## src/rtl/find_extreme_pipe.sv

```systemverilog
// Pipelined min/max reduction tree over NUM_IN operands with valid/ready flow control.
// Optional winner-index output enabled by defining FIND_EXTREME_INDEX_EN.
module find_extreme_pipe #(
    parameter int NUM_IN = 8,
    parameter int DATA_W = 16,
    parameter int SIGNED = 0,
    parameter int CNT_W  = 16
) (
    input  logic                     clk,
    input  logic                     rst_n,
    input  logic [NUM_IN*DATA_W-1:0] in_data,
    input  logic                     in_max,
    input  logic                     in_valid,
    output logic                     in_ready,
    output logic [DATA_W-1:0]        out_data,
    output logic                     out_valid,
    input  logic                     out_ready,
    output logic [CNT_W-1:0]         result_cnt
`ifdef FIND_EXTREME_INDEX_EN
   ,output logic [$clog2(NUM_IN)-1:0] out_index
`endif
);

    localparam int LEVELS = $clog2(NUM_IN);
    localparam int P      = 1 << LEVELS;
    localparam logic [DATA_W-1:0] ALL_ONES = '1;
    localparam logic [DATA_W-1:0] PAD_MIN  = (SIGNED != 0) ? (ALL_ONES >> 1) : ALL_ONES;
    localparam logic [DATA_W-1:0] PAD_MAX  = (SIGNED != 0) ? ~(ALL_ONES >> 1) : '0;

    // Heap-ordered tree: node 1 is the root, leaves are P..2P-1, children of n are 2n and 2n+1.
    logic [DATA_W-1:0] node_q [1:2*P-1];
    logic [DATA_W-1:0] node_d [1:2*P-1];
    logic [LEVELS:0]   valid_q;
    logic [LEVELS-1:0] max_q;
    logic [CNT_W-1:0]  cnt_q;
    logic              advance;

    function automatic logic right_wins(input logic [DATA_W-1:0] l, input logic [DATA_W-1:0] r,
                                        input logic is_max);
        logic lt, gt;
        if (SIGNED != 0) begin
            lt = $signed(r) < $signed(l);
            gt = $signed(r) > $signed(l);
        end else begin
            lt = r < l;
            gt = r > l;
        end
        return is_max ? gt : lt;
    endfunction

    assign advance    = !valid_q[LEVELS] || out_ready;
    assign in_ready   = advance;
    assign out_valid  = valid_q[LEVELS];
    assign out_data   = node_q[1];
    assign result_cnt = cnt_q;

    always_comb begin
        for (int n = 1; n < 2*P; n++) node_d[n] = node_q[n];
        for (int k = 0; k < NUM_IN; k++) node_d[P+k] = in_data[k*DATA_W +: DATA_W];
        // Padding leaves carry the identity of the beat's own mode so they can never win.
        for (int k = NUM_IN; k < P; k++) node_d[P+k] = in_max ? PAD_MAX : PAD_MIN;
        for (int l = 1; l <= LEVELS; l++) begin
            for (int n = (P >> l); n < ((2*P) >> l); n++) begin
                node_d[n] = right_wins(node_q[2*n], node_q[2*n+1], max_q[l-1]) ?
                            node_q[2*n+1] : node_q[2*n];
            end
        end
    end

    always_ff @(posedge clk or negedge rst_n) begin
        if (!rst_n) begin
            valid_q <= '0;
            max_q   <= '0;
            for (int n = 1; n < 2*P; n++) node_q[n] <= '0;
        end else if (advance) begin
            valid_q  <= {valid_q[LEVELS-1:0], in_valid};
            max_q[0] <= in_max;
            for (int l = 1; l < LEVELS; l++) max_q[l] <= max_q[l-1];
            for (int n = P; n < 2*P; n++) begin
                if (in_valid) node_q[n] <= node_d[n];
            end
            // Data only moves with a valid beat so out_data keeps the last result when idle.
            for (int l = 1; l <= LEVELS; l++) begin
                for (int n = (P >> l); n < ((2*P) >> l); n++) begin
                    if (valid_q[l-1]) node_q[n] <= node_d[n];
                end
            end
        end
    end

    always_ff @(posedge clk or negedge rst_n) begin
        if (!rst_n) begin
            cnt_q <= '0;
        end else if (valid_q[LEVELS] && out_ready) begin
            cnt_q <= cnt_q + 1'b1;
        end
    end

`ifdef FIND_EXTREME_INDEX_EN
    localparam int IDX_W = LEVELS;

    logic [IDX_W-1:0] idx_q [1:P-1];
    logic [IDX_W-1:0] idx_d [1:P-1];
    logic [IDX_W-1:0] idx_c [1:2*P-1];

    always_comb begin
        for (int n = 1; n < P; n++) idx_c[n] = idx_q[n];
        for (int n = P; n < 2*P; n++) idx_c[n] = IDX_W'(n - P);
        for (int n = 1; n < P; n++) idx_d[n] = idx_q[n];
        for (int l = 1; l <= LEVELS; l++) begin
            for (int n = (P >> l); n < ((2*P) >> l); n++) begin
                idx_d[n] = right_wins(node_q[2*n], node_q[2*n+1], max_q[l-1]) ?
                           idx_c[2*n+1] : idx_c[2*n];
            end
        end
    end

    always_ff @(posedge clk or negedge rst_n) begin
        if (!rst_n) begin
            for (int n = 1; n < P; n++) idx_q[n] <= '0;
        end else if (advance) begin
            for (int l = 1; l <= LEVELS; l++) begin
                for (int n = (P >> l); n < ((2*P) >> l); n++) begin
                    if (valid_q[l-1]) idx_q[n] <= idx_d[n];
                end
            end
        end
    end

    assign out_index = idx_q[1];
`endif

endmodule
```

## config.mk

```make
export PLATFORM = sky130hd
export DESIGN_NAME = find_extreme_pipe
export DESIGN_NICKNAME = d
export VERILOG_FILES = /design/src/rtl/find_extreme_pipe.sv
export SDC_FILE = /design/constraint.sdc
export NUM_CORES = 1
export LEC_CHECK = 0
export CORE_MARGIN = 2
export CORE_UTILIZATION = 35
export CTS_CLUSTER_SIZE = 8
export DETAILED_ROUTE_END_ITERATION = 8
export HOLD_SLACK_MARGIN = 0.06
export SYNTH_ARGS = -nofsm -noshare
export SYNTH_HDL_FRONTEND = slang
export SYNTH_SLANG_ARGS = --single-unit
```

## constraint.sdc

```tcl
create_clock -name clk -period 2.6 [get_ports clk]
set_input_delay 0.26 -clock clk [delete_from_list [all_inputs] [get_ports clk]]
set_output_delay 0.26 -clock clk [all_outputs]
set_load 0.02 [all_outputs]
```

==> impl_results.md, run 1 <==
* Final RePlAce weighted congestion at 0.872
* Final slew viol count at 0
* Yosys warnings at 0
* Crit-path max FO at 16
* Root Driver: clkbuf_16
* Total wire length at between 30 and 40 mm
* Yosys top cell area share at 47.9%
* Initial core utilization at between 30% and 40%
* Share of cells above drive strength 1 at 24.1%
* First-pass GRT wire length at 59.8 mm
* Area contributors post-synth: dfrtp_1 48%, mux2_2 12%, ha_1 10%
* IO Port Bufs at 166
* Unrepaired setup endpoints after global routing: false
* Count leader, synth: dfrtp_1
* CTS tree: yes
* Net switching power at 7810 uW
* Largest net degree at the start of global routing at 64
* Switching Share at 37.2%
* Mapped cell area at 13700 sq um
* Routed len/inst at between 15 and 20 microns
* Total track usage at approximately a fifth
* Pint at 13200 uW
* Part of the power in registers at 32.9%
* Grt ovf at 0
* Fin crit share at 96.9%
* Clock buffer depth at 3
* Synth cell count leaders: 263 x dfrtp_1, 152 x mux2_2, 115 x inv_1
* Post-route DRC violation count at 0
* Placed Instances at 1928
* Clk sink count at between 200 and 300
* Post-synth EDFFs at 0
* Number of core rows at 72
* Initial antenna violation count at 0
* I/O Pins at approximately 170
* Vias per cell at 5.22
* Synthesis-to-finish area growth at 30.1%
* Synth unique cells at 46
* Clock transition at path regs at 0.05 ns
* Seq/Total Area, Yosys at 47.9%
* Hold Crit Class: in2async
* Crit start category: register
* Die area at 40800 sq um
* Worst-Margin Slew at 0.760 ns
* Highest ir drop seen on vdd at 0.444 mV
* Post-synth top area cell: dfrtp_1
* Number of DRC markers in iteration 0 at 693
* Syn Area/Cell at ~12 sq um
* Vias in the first global route at 10671
* Hold Fails Final Rpt at 0
* Final ANT Viol Nets at 0
* CTS Buf Count at 39
* Core ar. at 38600 sq um
* Top FF cell, synth: dfrtp_1
* CP Capture Type: register
* # nets final at around 1700
* Asr flop ratio synth at 100%
* DP HPWL at 29.1 mm
* Die width at 202 microns
* Synthesized instance count at roughly 1200
* Lkg Pwr at 0.00815 uW
* Final std cells w/o fill at around 2000
* Worst EP required at approximately 3.0 ns
* Worst skew pair latency at 0.53 ns
* Pwr/cell area at 1180 nW/um^2
* H-tree lvl count at 2
* Gate power share at 45.7%
* Via Count at between 10000 and 15000
* Die span in y at 202 microns
* CP arrival at 2.92 ns
* Period minus WS final at 2.52 ns
* Fmax at 0.397 GHz
* Setup Skew at 0.0171 ns
* Tot Pwr at approximately 21000 uW
* Max Cap Viol at 0
* Final Util at 46.2%
* Syn Nets at 1436
* WS Path Type: reg2reg
* Clock power share at 21.3%
* Setup violators final at 0
* First drt pass iteration count at 5
* Status: complete, no violations
* Slew margin rel. at 49.3%
* #FFs+latches synth at between 200 and 300
[critical path, stage by stage, from the launching register on]
cell and delay (ns):
dfrtp_1 0.37, inv_1 0.10, ha_1 0.34, nand4_2 0.15
nor4_4 0.33, a21boi_4 0.25, nor3_1 0.09, mux2_4 0.41
a221o_2 0.36
[cells in the final DEF, fill, tap and decap left out, types with 2 or more instances in the layout]
master / instances
a221o_1: 90
nand2b_1: 10
o211ai_1: 7
nand4_1: 27
xor2_1: 4
nor3_1: 2
clkbuf_8: 3
and3_1: 2
nand3_1: 17
nor3b_4: 5
a21oi_1: 102
nor2_1: 18
ha_1: 113
nor4_1: 6
o21ai_0: 35
buf_12: 7
dfrtp_1: 263
inv_1: 115
nand4b_1: 5
nand4_2: 2
mux2_4: 3
clkbuf_16: 39
xnor2_1: 11
nor2b_1: 6
a31oi_1: 4
and4_1: 3
mux2i_1: 2
a21o_1: 3
a221o_2: 6
nand2_1: 44
a2111o_1: 5
buf_4: 124
clkdlybuf4s50_1: 165
mux2_2: 151
and2_1: 49
[registers in the layout, indices dropped and copies added, names as in the netlist]
| register | count |
|---|---|
| node_q | 224 |
| valid_q | 4 |
| out_data | 16 |
| max_q | 3 |
| result_cnt | 16 |
[final cells by class]
| type | instances | area (sq um) |
|---|---|---|
| multi-input cells | 745 | 6410 |
| inverters | 115 | 432 |
| well taps | 518 | 648 |
| clock inverters | 2 | 13.8 |
| flip-flops and latches | 263 | 6580 |
| clock buffers | 42 | 1020 |
| repair buffers | 298 | 2750 |
| diodes | 1 | 2.50 |
| fillers | 3545 | 20800 |
[metal layers]
layer | global-route usage [%] | share of wire (%) | up-vias
li1 | - | - | 4861
met1 | 26.4 | 47 | 5170
met2 | 29.1 | 45 | 272
met3 | 3.48 | 5.8 | 57
met4 | 6.22 | 2.4 | 0
met5 | 0 | 0 | -
[power by group through the flow]
stage	Clock, uW	Combinational, uW	Sequential [uW]
after floorplan	0	6150	6480
after global placement	0	9040	6890
after detailed placement	0	9280	6940
after CTS	4610	9400	6890
after global routing	4770	10600	7070
final	4480	9590	6910
[per-stage QoR]
stage               cell area [sq um]  setup TNS (ns)  hold slack, ns  worst slack (ns)
floorplan                       13700               0         -0.0356             0.267
global placement                16700           -1.83           0.224           -0.0606
detailed placement              16700           -7.03           0.227            -0.147
CTS                             17700               0           0.258            0.0120
global route                    17900               0           0.291           0.00686
finish                          17900               0           0.253            0.0814
[path summary, 6_finish.rpt]
path	from	end	slack, ns	depth (start not counted)
worst max-delay path	node_q[187]	node_q[209]	0.08	8
worst max register to register	node_q[187]	node_q[209]	0.08	8
worst min-delay path	rst_n	node_q[26]	0.25	2
max in group asynchronous	rst_n	node_q[120]	1.59	3
worst min register to register	result_cnt[15]	result_cnt[15]	0.47	1
min in group clk	in_data[12]	node_q[124]	0.33	2
[cells by family (layout without fill, tap and decap cells)]
| kind of cell | count (synthesis) | count (layout) | share of synthesized area [%] |
|---|---|---|---|
| muxes | 156 | 156 | 12.8 |
| adders and majority gates | 113 | 113 | 10.3 |
| xor gates and xnor gates | 15 | 15 | 0.957 |
| DFF | 263 | 263 | 47.9 |
| AOI/OAI and AO/OA | 259 | 259 | 13.7 |
| and+or+nand+nor | 202 | 202 | 8.50 |
| buffers and inverters | 182 | 457 | 5.77 |
| other | 0 | 1 | 0 |
[what timing repair did]
| item | in CTS | in global routing |
|---|---|---|
| pin swaps | 1 | 8 |
| gates cloned | 0 | 0 |
| setup endpoints to repair | 95 | 92 |
| hold buffers | 1 | 0 |
| endpoints found under the hold margin | 50 | 0 |
| gates resized for setup | 5 | 3 |
| buffers inserted | 0 | 10 |
Power figures use the tool's default switching activity.
==> run 2: changes to the inputs <==
CTS_CLUSTER_SIZE = 14   (was 8)
SLEW_MARGIN = 10   (was unset)
==> run 2 against run 1 <==
First-iteration DRC count is 13% higher. Clock power barely moved. Via count fell by 0.14%. Core utilization is 0.074 points higher. Sequential power about the same. Critical path depth is the same. Cell count increased by 0.60%. Power about the same. Setup slack better by 0.0027 ns. Global-route usage decreased by 0.34 points. Cell area up 0.16%. Hold slack worse by 0.037 ns. Critical path type unchanged. Critical endpoint unchanged. Highest routed layer is now met5.
==> impl_results.md, run 2 (synthesis results as in run 1) <==
* Final ANT Viol Nets at 0 (unchanged)
* Switching Share at 37.0% (-0.23 points)
* R2R cell count at 8 (unchanged)
* Routed met2 length at 17.0 mm (-0.87%)
* Sequential Area at 6580 sq um (unchanged)
* RR Endpoint: node_q[209]
* Initial core utilization at 35.5% (unchanged)
* Uppermost layer routed: met5
* Highest ir drop seen on vdd at 0.493 mV (+11%)
* Clock transition at path regs at 0.06 ns (about the same)
* First-pass GRT wire length at 59.1 mm (-1.2%)
* Die area at 40800 sq um (unchanged)
* Worst skew pair latency at 0.59 ns (+0.06 ns)
* Clock power share at 21.4% (about the same)
* Die span in y at 202 microns (unchanged)
* Routed len/inst at 19.0 microns (-1.4%)
* Slew margin rel. at 47.3% (-2.0 points)
* Pwr/cell area at 1170 nW/um^2 (about the same)
* Via Count at 10346 (-0.14%)
* Pint at 13200 uW (+0.45%)
* Biggest register: node_q
* Worst-Margin Slew at 0.791 ns (+0.0302 ns)
* Met3 wire len at 2.34 mm (+5.4%)
* Worst path bufs/invs at 1 (unchanged)
* I/O Pins at 167 (unchanged)
* Fin crit share at 96.8% (-0.10 points)
* Grt ovf at 0 (unchanged)
* Hold Crit Class: in2async
* CP Capture Type: register
* Part of the power in registers at 32.9% (about the same)
* Multi-input logic area at 6420 sq um (about the same)
* Setup violators final at 0 (unchanged)
* Final slew viol count at 0 (unchanged)
* Lkg Pwr at 0.00815 uW (about the same)
* Die width at 202 microns (unchanged)
* CP arrival at 2.98 ns (+0.06 ns)
* Max reg flops at 224 (unchanged)
* H-tree lvl count at 1 (-1)
* Final Util at 46.3% (+0.074 points)
* Commonest non-fill, non-tap cell in the layout: dfrtp_1
* Total track usage at 18.4% (-0.34 points)
* Number of core rows at 72 (unchanged)
* Max Cap Viol at 0 (unchanged)
* Crit-path leading delay family: compound AO/OA/AOI/OAI gates
* Number of DRC markers in iteration 0 at 786 (+13%)
* DP HPWL at 29.1 mm (unchanged)
* IO Port Bufs at 166 (unchanged)
* Total wire length at 37.9 mm (-0.78%)
* Clk sink count at 263 (unchanged)
* Setup Skew at 0.0246 ns (+0.00753 ns)
* Initial antenna violation count at 1 (+1)
* Root Driver: clkbuf_16
* Post-route DRC violation count at 0 (unchanged)
* Vias per cell at 5.18 (-0.74%)
* R2R Setup Slk at 0.08 ns (about the same)
* CTS Buf Count at 31 (-21%)
* Tot Pwr at 21000 uW (about the same)
* Clock buffer depth at 3 (unchanged)
* Fmax at 0.397 GHz (+0.11%)
* Status: complete, no violations
* Crit start category: register
* Commonest non-fill, non-tap cells in the layout: 263 x dfrtp_1, 165 x clkdlybuf4s50_1, 150 x mux2_2
* Core ar. at 38600 sq um (unchanged)
* Largest stage delay on the critical path at 0.41 ns (about the same)
* CTS tree: yes
* Reg2reg start: node_q[187]
* WS Path Type: reg2reg
* Vias in the first global route at 10559 (-1.0%)
* Share of cells above drive strength 1 at 24.0% (-0.13 points)
* Worst path depth at 8 (unchanged)
* # nets final at 1700 (-0.47%)
* Slowest library cell on the worst path: mux2_4
* First drt pass iteration count at 5 (unchanged)
* Period minus WS final at 2.52 ns (-0.00267 ns)
* Worst EP required at 3.07 ns (+0.07 ns)
* Fillers at 3546 (+0.028%)
* Synthesis-to-finish area growth at 30.3%
* Final RePlAce weighted congestion at 0.872 (unchanged)
* Cell breakdown of the critical path: inv_1, ha_1, nand4_2, nor4_4, a21boi_4, nor3_1, mux2_4, a221o_2
* Met1 WL at 17.7 mm (-1.3%)
* Crit-path max FO at 16 (unchanged)
* Crit. Startpoint: node_q[187]
* Unrepaired setup endpoints after global routing: false
* Largest net degree at the start of global routing at 64 (unchanged)
* Net switching power at 7770 uW (-0.52%)
* Hold Fails Final Rpt at 0 (unchanged)
* Critical Path End: node_q[209]
* Gate power share at 45.7% (about the same)
-- run 2: layout make-up --
cell class	count	share of cell area, %
tap	518	3.62
sequential	263	36.8
clock buffer	49	5.11
multi-input combinational	745	35.9
clock inverter	7	0.776
antenna	1	0.0140
timing repair buffer	298	15.4
inverter	115	2.41
-- run 2: per-stage QoR --
step | std cells | setup slack, ns | TNS (ns) | area (sq um) | hold slack (ns)
floorplan | 1190 | 0.267 | 0 | 13700 | -0.0356
global placement | 1928 | -0.0606 | -1.83 | 16700 | 0.224
detailed placement | 1928 | -0.147 | -7.03 | 16700 | 0.227
CTS | 1985 | 0.0171 | 0 | 17800 | 0.212
global route | 1995 | 0.00769 | 0 | 17900 | 0.241
finish | 1996 | 0.0841 | 0 | 17900 | 0.215
-- run 2: how the worst min path moves through the flow --
stage	startpoint	to	slack, ns
after floorplan	rst_n	max_q[0]	-0.04
final	rst_n	node_q[25]	0.22
after detailed placement	rst_n	node_q[26]	0.23
after global placement	rst_n	node_q[25]	0.22
after CTS	rst_n	node_q[201]	0.21
after global routing	rst_n	valid_q[0]	0.24
-- run 2: power groups by stage --
stage               combinational [uW]  clock, uW  sequential, uW
floorplan                         6150          0            6480
global placement                  9040          0            6890
detailed placement                9280          0            6940
CTS                               9400       4610            6880
global route                     10600       4770            7070
finish                            9610       4490            6910
-- run 2: routing by layer --
| metal | global-route usage [%] | vias to the layer above |
|---|---|---|
| met5 | 0 | - |
| met4 | 5.28 | 2 |
| met3 | 3.47 | 57 |
| met2 | 28.8 | 275 |
| met1 | 26.1 | 5148 |
| li1 | - | 4864 |
-- run 2: repair_timing --
action,in CTS,in global routing
gates resized for setup,5,5
pin swaps,1,8
hold buffers,1,0
endpoints found under the setup margin,94,90
endpoints found under the hold margin,123,0
buffers inserted,0,10
==> run 3: changes to the inputs <==
HOLD_SLACK_MARGIN = 0.05   (was 0.06)
==> results of run 3 <==
Same layout as run 2: the final DEF is identical, and so are final timing and power.
